`config.mk`:
```
export PLATFORM = sky130hd
export DESIGN_NAME = cbm2_bus_sequencer
export DESIGN_NICKNAME = d
export VERILOG_FILES = /design/src/rtl/cbm2_pkg.sv /design/src/rtl/cbm2_bus_sequencer.sv
export SDC_FILE = /design/constraint.sdc
export NUM_CORES = 1
export LEC_CHECK = 0
export ABC_AREA = 1
export CORE_MARGIN = 2
export CORE_UTILIZATION = 54
export CTS_BUF_LIST = sky130_fd_sc_hd__clkbuf_4 sky130_fd_sc_hd__clkbuf_8 sky130_fd_sc_hd__clkbuf_16
export CTS_CLUSTER_SIZE = 14
export DETAILED_ROUTE_END_ITERATION = 10
export GPL_TIMING_DRIVEN = 0
export PLACE_DENSITY = 0.82
export REMOVE_ABC_BUFFERS = 1
export SLEW_MARGIN = 10
export SYNTH_ARGS = -nofsm -noshare
export SYNTH_HDL_FRONTEND = slang
export SYNTH_SLANG_ARGS = --single-unit
```
`constraint.sdc`:
```
create_clock -name clk_sys -period 2.4 [get_ports clk_sys]
set_input_delay 0.24 -clock clk_sys [delete_from_list [all_inputs] [get_ports clk_sys]]
set_output_delay 0.24 -clock clk_sys [all_outputs]
set_load 0.03 [all_outputs]
```
`src/rtl/cbm2_pkg.sv`:
```
// Shared definitions for the CBM-II bus timing slice: bus ownership and the default
// slot count of a full Professional (P2) bus cycle.
package cbm2_pkg;

  typedef enum logic {
    OWN_VID = 1'b0,
    OWN_CPU = 1'b1
  } bus_owner_t;

  localparam int CBM2_SLOTS = 32;

  // Slots per bus half: the Business (B2) bus runs twice as fast as P2.
  function automatic int halfSlots(input int slots, input logic isB2);
    return isB2 ? slots / 4 : slots / 2;
  endfunction

endpackage

```
`src/rtl/cbm2_bus_sequencer.sv`:
```
// CBM-II system bus sequencer: slices clk_sys into video/CPU bus halves, paces the
// 6509 and video chip, and issues one RAM request per half, stalling until it is acked.
module cbm2_bus_sequencer
  import cbm2_pkg::*;
#(
  parameter int SLOTS    = CBM2_SLOTS,
  parameter int REQ_SLOT = 1
) (
  input  logic clk_sys,
  input  logic reset,
  input  logic model,
  input  logic vic_ba,
  input  logic cpu_rdy,
  input  logic ram_ack,
  output logic phase,
  output logic vidCycle,
  output logic cpuCycle,
  output logic ram_req,
  output logic cpu_ce,
  output logic vid_ce,
  output logic stalled
);

  localparam int SW = $clog2(SLOTS);

  localparam logic [SW-1:0] LAST_P2  = SW'(halfSlots(SLOTS, 1'b0) - 1);
  localparam logic [SW-1:0] LAST_B2  = SW'(halfSlots(SLOTS, 1'b1) - 1);
  localparam logic [SW-1:0] STALL_P2 = SW'(halfSlots(SLOTS, 1'b0) - 2);
  localparam logic [SW-1:0] STALL_B2 = SW'(halfSlots(SLOTS, 1'b1) - 2);
  localparam logic [SW-1:0] REQ_AT   = SW'(REQ_SLOT);

  logic [SW-1:0] slot;
  logic          started;
  logic          modelLat;
  logic          baLat;
  logic          pending;

  logic [SW-1:0] slotNext;
  logic [SW-1:0] lastSlot;
  logic [SW-1:0] lastSlotNext;
  logic [SW-1:0] stallSlot;
  logic          phaseNext;
  logic          modelNext;
  logic          baNext;
  logic          pendNext;
  logic          stallNext;
  logic          vidNext;
  bus_owner_t    ownerNext;

  always_comb begin
    lastSlot  = modelLat ? LAST_B2 : LAST_P2;
    stallSlot = modelLat ? STALL_B2 : STALL_P2;
    // A request opens an outstanding access; an ack retires it, even on the request clk.
    pendNext  = (pending | ram_req) & ~ram_ack;
    slotNext  = slot;
    phaseNext = phase;
    modelNext = modelLat;
    baNext    = baLat;
    stallNext = 1'b0;

    if (!started) begin
      // First clk out of reset presents slot 0 of the video half.
      slotNext  = '0;
      phaseNext = 1'b0;
      modelNext = model;
      baNext    = 1'b1;
    end else if (stalled) begin
      stallNext = ~ram_ack;
    end else if (slot == lastSlot) begin
      slotNext  = '0;
      phaseNext = ~phase;
      if (phase) begin
        modelNext = model;
      end else begin
        baNext = vic_ba;
      end
    end else begin
      slotNext  = slot + SW'(1);
      stallNext = pendNext && (slotNext == stallSlot);
    end

    lastSlotNext = modelNext ? LAST_B2 : LAST_P2;
    // VIC stealing only exists on the P2 bus; phi1 always belongs to video.
    vidNext   = ~phaseNext | (~modelNext & ~baNext);
    ownerNext = vidNext ? OWN_VID : OWN_CPU;
  end

  always_ff @(posedge clk_sys) begin
    if (reset) begin
      started  <= 1'b0;
      slot     <= '0;
      phase    <= 1'b0;
      modelLat <= 1'b0;
      baLat    <= 1'b1;
      pending  <= 1'b0;
      stalled  <= 1'b0;
      vidCycle <= 1'b0;
      cpuCycle <= 1'b0;
      ram_req  <= 1'b0;
      cpu_ce   <= 1'b0;
      vid_ce   <= 1'b0;
    end else begin
      started  <= 1'b1;
      slot     <= slotNext;
      phase    <= phaseNext;
      modelLat <= modelNext;
      baLat    <= baNext;
      pending  <= pendNext;
      stalled  <= stallNext;
      vidCycle <= (ownerNext == OWN_VID);
      cpuCycle <= (ownerNext == OWN_CPU);
      ram_req  <= !stalled && (slotNext == REQ_AT);
      vid_ce   <= (slotNext == lastSlotNext);
      cpu_ce   <= (slotNext == lastSlotNext) && (ownerNext == OWN_CPU) && cpu_rdy;
    end
  end

endmodule

```
; Yosys cells after proc, flatten, opt, wreduce, memory -nomap -nowiden
; Index checks and enable logic that the tools add are counted.
[classes]
add_sub_neg = 1
eq_ne = 4
mux = 21
bitwise_logic = 10
n_reduce_logical = 6
[ops]
columns = operator, count
row1 = $eq 5x4->1, 3
row2 = $mux 1, 15
row3 = $mux 5, 3
row4 = $mux 4, 3
row5 = $not 1->1, 6
row6 = $add 5x1->5 const B, 1
row7 = $eq 5x1->1 const B, 1
row8 = $logic_and 1x1->1, 4
row9 = $and 1x1->1, 2
row10 = $or 1x1->1, 2
row11 = $reduce_or 2->1, 1
row12 = $logic_not 1->1, 1
[totals]
register_bits = 16
in_bits = 6
output_inout_bits = 7
elab_cells = 54

; Logic depth before layout (Yosys ltp)
; Gate-level depths: netlist (run 1).
[logic_depth]
depth_word = 11
mapped_depth = 11
ltp_nobuf = 11

; Least setup slack after synthesis (run 1)
; No wires, ideal clock.
[synth_path]
kind = reg2reg
from = register stalled
to = register vid_ce
setup_ns = 0.128
t_arrival_ns = 1.294
path_slack_ns = 0.978
stages_incl_launch_ff = 11
n_path_buf = 1
cell_sequence = dfxtp_1 -> buf_2 -> inv_2 -> o21ai_0 -> a21oi_1 -> nand2_1 -> inv_1 -> nand2_1 -> nor2_1 -> nand2_1 -> nor2_1
[synth_via]
elab_chain_cells = 4
[synth_rtl]
columns = element, line_no
row1 = "start, declared", cbm2_bus_sequencer.sv:21  ; output logic stalled
row2 = "start signal, assigned", cbm2_bus_sequencer.sv:109  ; stalled <= stallNext;
row3 = $mux 1, cbm2_bus_sequencer.sv:67  ; end else if (stalled) begin
row4 = $mux 1, cbm2_bus_sequencer.sv:61  ; if (!started) begin
row5 = $mux 4, cbm2_bus_sequencer.sv:82  ; lastSlotNext = modelNext ? LAST_B2 : LAST_P2;
row6 = $eq 5x4->1 *, cbm2_bus_sequencer.sv:113  ; vid_ce <= (slotNext == lastSlotNext);
row7 = "end signal, assigned", cbm2_bus_sequencer.sv:113
row8 = "end, declared", cbm2_bus_sequencer.sv:20  ; output logic vid_ce,
; Every way passes the cells marked *; elsewhere a longest branch is shown, timed or not.
; A chain may end at the register's enable or synchronous reset.

; Worst setup path in the final report (run 1)
[layout_path]
from = register stalled
to = output port stalled
; No word-level cell between the ends.

==> results.toml, run 1 <==
[sta]
hold_viol_final = 0
finalCriticalPeriod_ns = 1.81
fin_crit_sh = 0.752
tightestPinTransition_ns = 0.486
layout_setup_ws_ns = 0.595
fin_setup_tns_ns = 0
rsz0062_at_grt = "false"
fin_worst_skew_ns = 0.00186
setup_viol = 0
max_freq_ghz = 0.554
drv_slew = 0
maxSlewHeadroom = 0.675

[power_and_ir_drop]
irDropWorstVdd_v = 0.000341
power_leakage_nw = 0.406
p_per_area_mw_per_mm2 = 490

[outcome]
status = "complete, no violations"

[clock_network]
cts_hold_buf = 0
post-cts-setup-buffer-count = 0
clk_pin_slew_ns = 0.09
cts_buffers = 3
cts_num_sinks = 16
cts_resized = 0
clock_path_buffers = 2
clock-root-buffer = "clkbuf_4"
cts_tree = "built"
h-tree-depth = 1
clk_latency_ns = 0.28

[routing]
drt_iter0_drc = 38
num_vias = 737
via_per_inst = 5.26
routed_wl_um = 1650
ant_nets = 0
drc = 0
first_pass_iters = 4
detail_route.wl_per_cell_um = 11.8

[critical_path]
arrival_ns = 1.57
cp.required_ns = 2.16
worst_setup_path_start_kind = "register"
cp_top_family = "buffers and inverters"
max_stage_delay_ns = 0.74
slowest_stage = "clkdlybuf4s50_1"
end_kind = "output pin"
crit_chain = "clkdlybuf4s50_1"
path_class = "register to output pin"
reg2reg_slack_ns = 0.73
path_buf_inv = 1
crit_fanout = 10

[grt]
grt_pass1_wl_um = 2770
grt_start_max_net_pins = 14
grt_pass1_vias = 687
track_usage = 0.201
antenna_found_initial = 0
grt.overflow.total = 0

[placed_design]
io_buffers = 12
dp_hpwl_um = 1220
gp_congestion = 0.895
place_ws_ns = 0.782

[synth]
syn_inst = 112
ys_seq_area_frac = 0.406
yosysWarnings = 0
synth_area_leaders = "dfxtp_1 41%, nand2_1 11%, nor2_1 9.0%"
synth_largest_area_cell = "dfxtp_1"
synth_top_area_share = 0.406
ys_types = 21
ys_ff_latch = 16
synthesis.area_um2 = 788
avgSynthCellArea_um2 = 7.04

[floorplan]
io_pins = 13
num_rows = 13
die_area_mm2 = 0.00178
die_height_um = 42.2
die_x_um = 42.2
initial_core_util = 0.591
core_mm2 = 0.00133

[layout]
area_growth_pct = 19.4
drive_gt1_frac = 0.120
n_antenna_cell = 0
nets = 135

[worst_hold_path]
hold_class = "register to register"

[job]
maxCapViolations = 0
-- stage by stage --
step            util  hold slack (ns)  power (W)  cells  area, um^2
2_1_floorplan      -            0.297   0.000310    110         779
3_3_place_gp   0.689            0.498   0.000330    137         918
3_5_place_dp   0.689            0.505   0.000331    137         918
4_1_cts        0.705            0.519   0.000468    140         941
5_1_grt        0.705            0.529   0.000484    140         941
6_report       0.705            0.525   0.000461    140         941
-- cells in the mapped netlist --
library cell,instances
nand2_2,4
a21oi_2,1
nand3_1,9
buf_2,1
nand4_1,2
nor3b_1,1
nand3_2,3
nand2_1,23
inv_1,14
dfxtp_1,16
o21ai_2,1
inv_2,2
nand3b_1,1
nor2_1,19
a31oi_1,1
nor2_4,1
o21ai_0,2
ha_1,2
xnor2_1,1
clkbuf_1,1
a21oi_1,7
-- flip-flops by register name, summed over array words and instances, names as in the netlist --
register,count
slot,5
baLat,1
cpuCycle,1
cpu_ce,1
modelLat,1
pending,1
phase,1
ram_req,1
stalled,1
started,1
vidCycle,1
vid_ce,1
-- report_power, final --
group | total, W | switching, W | internal [W]
clock network | 0.000136 | 0.0000774 | 0.0000581
registers | 0.000277 | 0.00000549 | 0.000272
logic | 0.0000482 | 0.0000271 | 0.0000211
-- layout by cell type (no fill, tap or decap), types with 2 or more instances in the layout --
cell type,netlist,layout
a21oi_1,7,7
clkbuf_4,0,3
clkdlybuf4s50_1,0,12
dfxtp_1,16,16
ha_1,2,2
inv_1,14,14
inv_2,2,2
nand2_1,23,23
nand2_2,4,4
nand3_1,9,9
nand3_2,3,3
nand4_1,2,2
nor2_1,19,19
o21ai_0,2,2
-- final timing paths --
path,startpoint,end,depth (start not counted)
min reg2reg,pending,pending,2
max,stalled,stalled,1
min,pending,pending,2
max reg2reg,slot[0],vid_ce,9
-- cell families (layout without fill, tap and decap cells) --
group                      Yosys count  count (layout)  share of synthesized area
AOI/OAI and AO/OA                   12              12                     0.0873
and+or+nand+nor                     63              63                      0.376
adders and majority gates            2               2                     0.0317
DFF                                 16              16                      0.406
buffers and inverters               18              31                     0.0873
xor gates and xnor gates             1               1                     0.0111
-- area by class of cell --
class                   count  area [um^2]
clock buffers               3         22.5
fillers                   118          393
inverters                  16         60.1
multi-input cells          78          399
flip-flops and latches     16          320
well taps                  15         18.8
repair buffers             12          120
-- metal layers --
metal	GRT usage	part of all wire
met2	0.345	0.48
met5	0	0
met4	0.0938	0.010
met1	0.237	0.44
met3	0.0431	0.068
Power figures use the tool's default switching activity.
==> inputs of run 2 (changes only) <==
--- a/config.mk
+++ b/config.mk
@@ -7,12 +7,12 @@
 export LEC_CHECK = 0
 export ABC_AREA = 1
 export CORE_MARGIN = 2
-export CORE_UTILIZATION = 54
+export CORE_UTILIZATION = 45
 export CTS_BUF_LIST = sky130_fd_sc_hd__clkbuf_4 sky130_fd_sc_hd__clkbuf_8 sky130_fd_sc_hd__clkbuf_16
 export CTS_CLUSTER_SIZE = 14
 export DETAILED_ROUTE_END_ITERATION = 10
 export GPL_TIMING_DRIVEN = 0
-export PLACE_DENSITY = 0.82
+export PLACE_DENSITY = 0.73
 export REMOVE_ABC_BUFFERS = 1
 export SLEW_MARGIN = 10
 export SYNTH_ARGS = -nofsm -noshare
==> constraint.sdc (replaced) <==
create_clock -name clk_sys -period 1.65 [get_ports clk_sys]
set_input_delay 0.165 -clock clk_sys [delete_from_list [all_inputs] [get_ports clk_sys]]
set_output_delay 0.165 -clock clk_sys [all_outputs]
set_load 0.03 [all_outputs]
==> run 2 against run 1 <==
Global-route usage fell by 2.8 points. Highest routed layer unchanged. Setup slack got worse by 0.49 ns. Die area rose by 18%. Count of clock-buffer cells in the layout rose by 1. Clock skew fell by 0.0014 ns. Power rose by 60%. Via count rose by 5.2%. Utilization fell by 10 points. Critical path depth rose by 9.
==> results.toml, run 2 (synthesized netlist as in run 1, its figures left out) <==
[job]
maxCapViolations = 0

[grt]
track_usage = 0.174
grt_pass1_wl_um = 2550
grt.overflow.total = 0
grt_start_max_net_pins = 14
grt_pass1_vias = 653
antenna_found_initial = 0

[sta]
tightestPinTransition_ns = 0.469
fin_setup_tns_ns = 0
max_freq_ghz = 0.645
setup_viol = 0
hold_viol_final = 0
rsz0062_at_grt = "false"
finalCriticalPeriod_ns = 1.55
hold_slack_ns = 0.437
maxSlewHeadroom = 0.686
fin_crit_sh = 0.939
fin_worst_skew_ns = 0.000460
drv_slew = 0

[critical_path]
worst_setup_path_start_kind = "register"
end_kind = "register"
cp.required_ns = 1.82
slowest_stage = "dfxtp_4"
arrival_ns = 1.72
path_class = "register to register"
crit_chain = "ha_4, nand2_2, nor2_4, nand2_1, nand3_1, nand3_2, nand2_1, nor2_2, nand2_1, nor2_1"
crit_fanout = 5
cpMostUsedCell = "nand2_1"
reg2reg_slack_ns = 0.10
r2r_cells = 10
max_stage_delay_ns = 0.39

[clock_network]
clk_latency_ns = 0.29
cts_num_sinks = 16
clock-root-buffer = "clkbuf_4"
cts_buffers = 3
cts_hold_buf = 0
cts_tree = "built"
clock_path_buffers = 2
h-tree-depth = 1
clk_pin_slew_ns = 0.09

[worst_hold_path]
hold_class = "primary input to register"
worst_hold_path.num_cells = 3

[layout]
design_area_mm2 = 0.00102
largest_register_ff_count = 5
multiInputGateArea_um2 = 444
layout_commonest_cell = "nand2_1"
drive_gt1_frac = 0.195
fin_cells = 145
regArea_um2 = 328
top_register = "slot"
nets = 137
n_antenna_cell = 0
fillCellCount = 154
area_growth_pct = 29.8
final_cell_mix = "23 x nand2_1, 18 x nor2_1, 14 x inv_1, 14 x dfxtp_1, 11 x clkdlybuf4s50_1"

[floorplan]
initial_core_util = 0.467
die_height_um = 45.9
die_x_um = 45.9
die_area_mm2 = 0.00210
core_mm2 = 0.00169
num_rows = 15
io_pins = 13

[placed_design]
io_buffers = 12
gp_congestion = 0.903
place_area_um2 = 921
dp_hpwl_um = 1180
dp_cells = 139

[power_and_ir_drop]
p_per_area_mw_per_mm2 = 720
power.total_w = 0.000737
power_leakage_nw = 0.431
irDropWorstVdd_v = 0.000392

[routing]
detail_route.wl_per_cell_um = 11.9
drt_iter0_drc = 28
num_vias = 775
drc = 0
first_pass_iters = 4
via_per_inst = 5.34
routed_wl_um = 1720
ant_nets = 0

[outcome]
status = "complete, no violations"
-- run 2: cell types whose count changed in the layout (fill, tap and decap cells not counted), sizes merged --
cell           delta
buf               +2
clkbuf            +1
clkdlybuf4s50     -1
dlygate4sd2       +1
-- run 2: metal layers --
layer	part of all wire	GRT usage	vias up
li1	-	-	390
met1	0.39	0.212	349
met2	0.51	0.275	31
met3	0.069	0.0357	5
met4	0.023	0.109	0
met5	0	0	-
-- run 2: critical path, delay by kind of cell (launching register included) --
| kind | cells | cell delay (ns) |
|---|---|---|
| fa+ha+maj | 1 | 0.15 |
| flops | 1 | 0.39 |
| simple gates | 9 | 0.89 |
-- run 2: report_power, final --
group          switching, W  internal (W)
clock network      0.000124      0.000134
logic             0.0000425     0.0000347
registers        0.00000836      0.000393
total              0.000174      0.000563
-- run 2: final cells by class --
type,count,area share
Timing Repair Buffer,14,0.131
Tap cell,17,0.0208
Inverter,16,0.0587
Multi-Input combinational cell,78,0.434
Clock buffer,4,0.0355
Sequential cell,16,0.320
-- run 2: repair_timing --
item | CTS | global route
endpoints found under the setup margin | 1 | 4
buffers inserted | 0 | 2
resized for setup | 1 | 12
pin swaps | 0 | 4
-- run 2: path summary, 6_finish.rpt --
check / startpoint / to
setup / recovery: slot[1] / vid_ce
hold reg to reg: pending / pending
setup reg to reg: slot[1] / vid_ce
hold / removal: cpu_rdy / cpu_ce
-- run 2: stage by stage --
| step | utilization | setup slack (ns) |
|---|---|---|
| after floorplan | - | 0.258 |
| after global placement | 0.545 | 0.0565 |
| after detailed placement | 0.545 | 0.0530 |
| after CTS | 0.566 | 0.0243 |
| after global routing | 0.606 | 0.00866 |
| final | 0.606 | 0.100 |
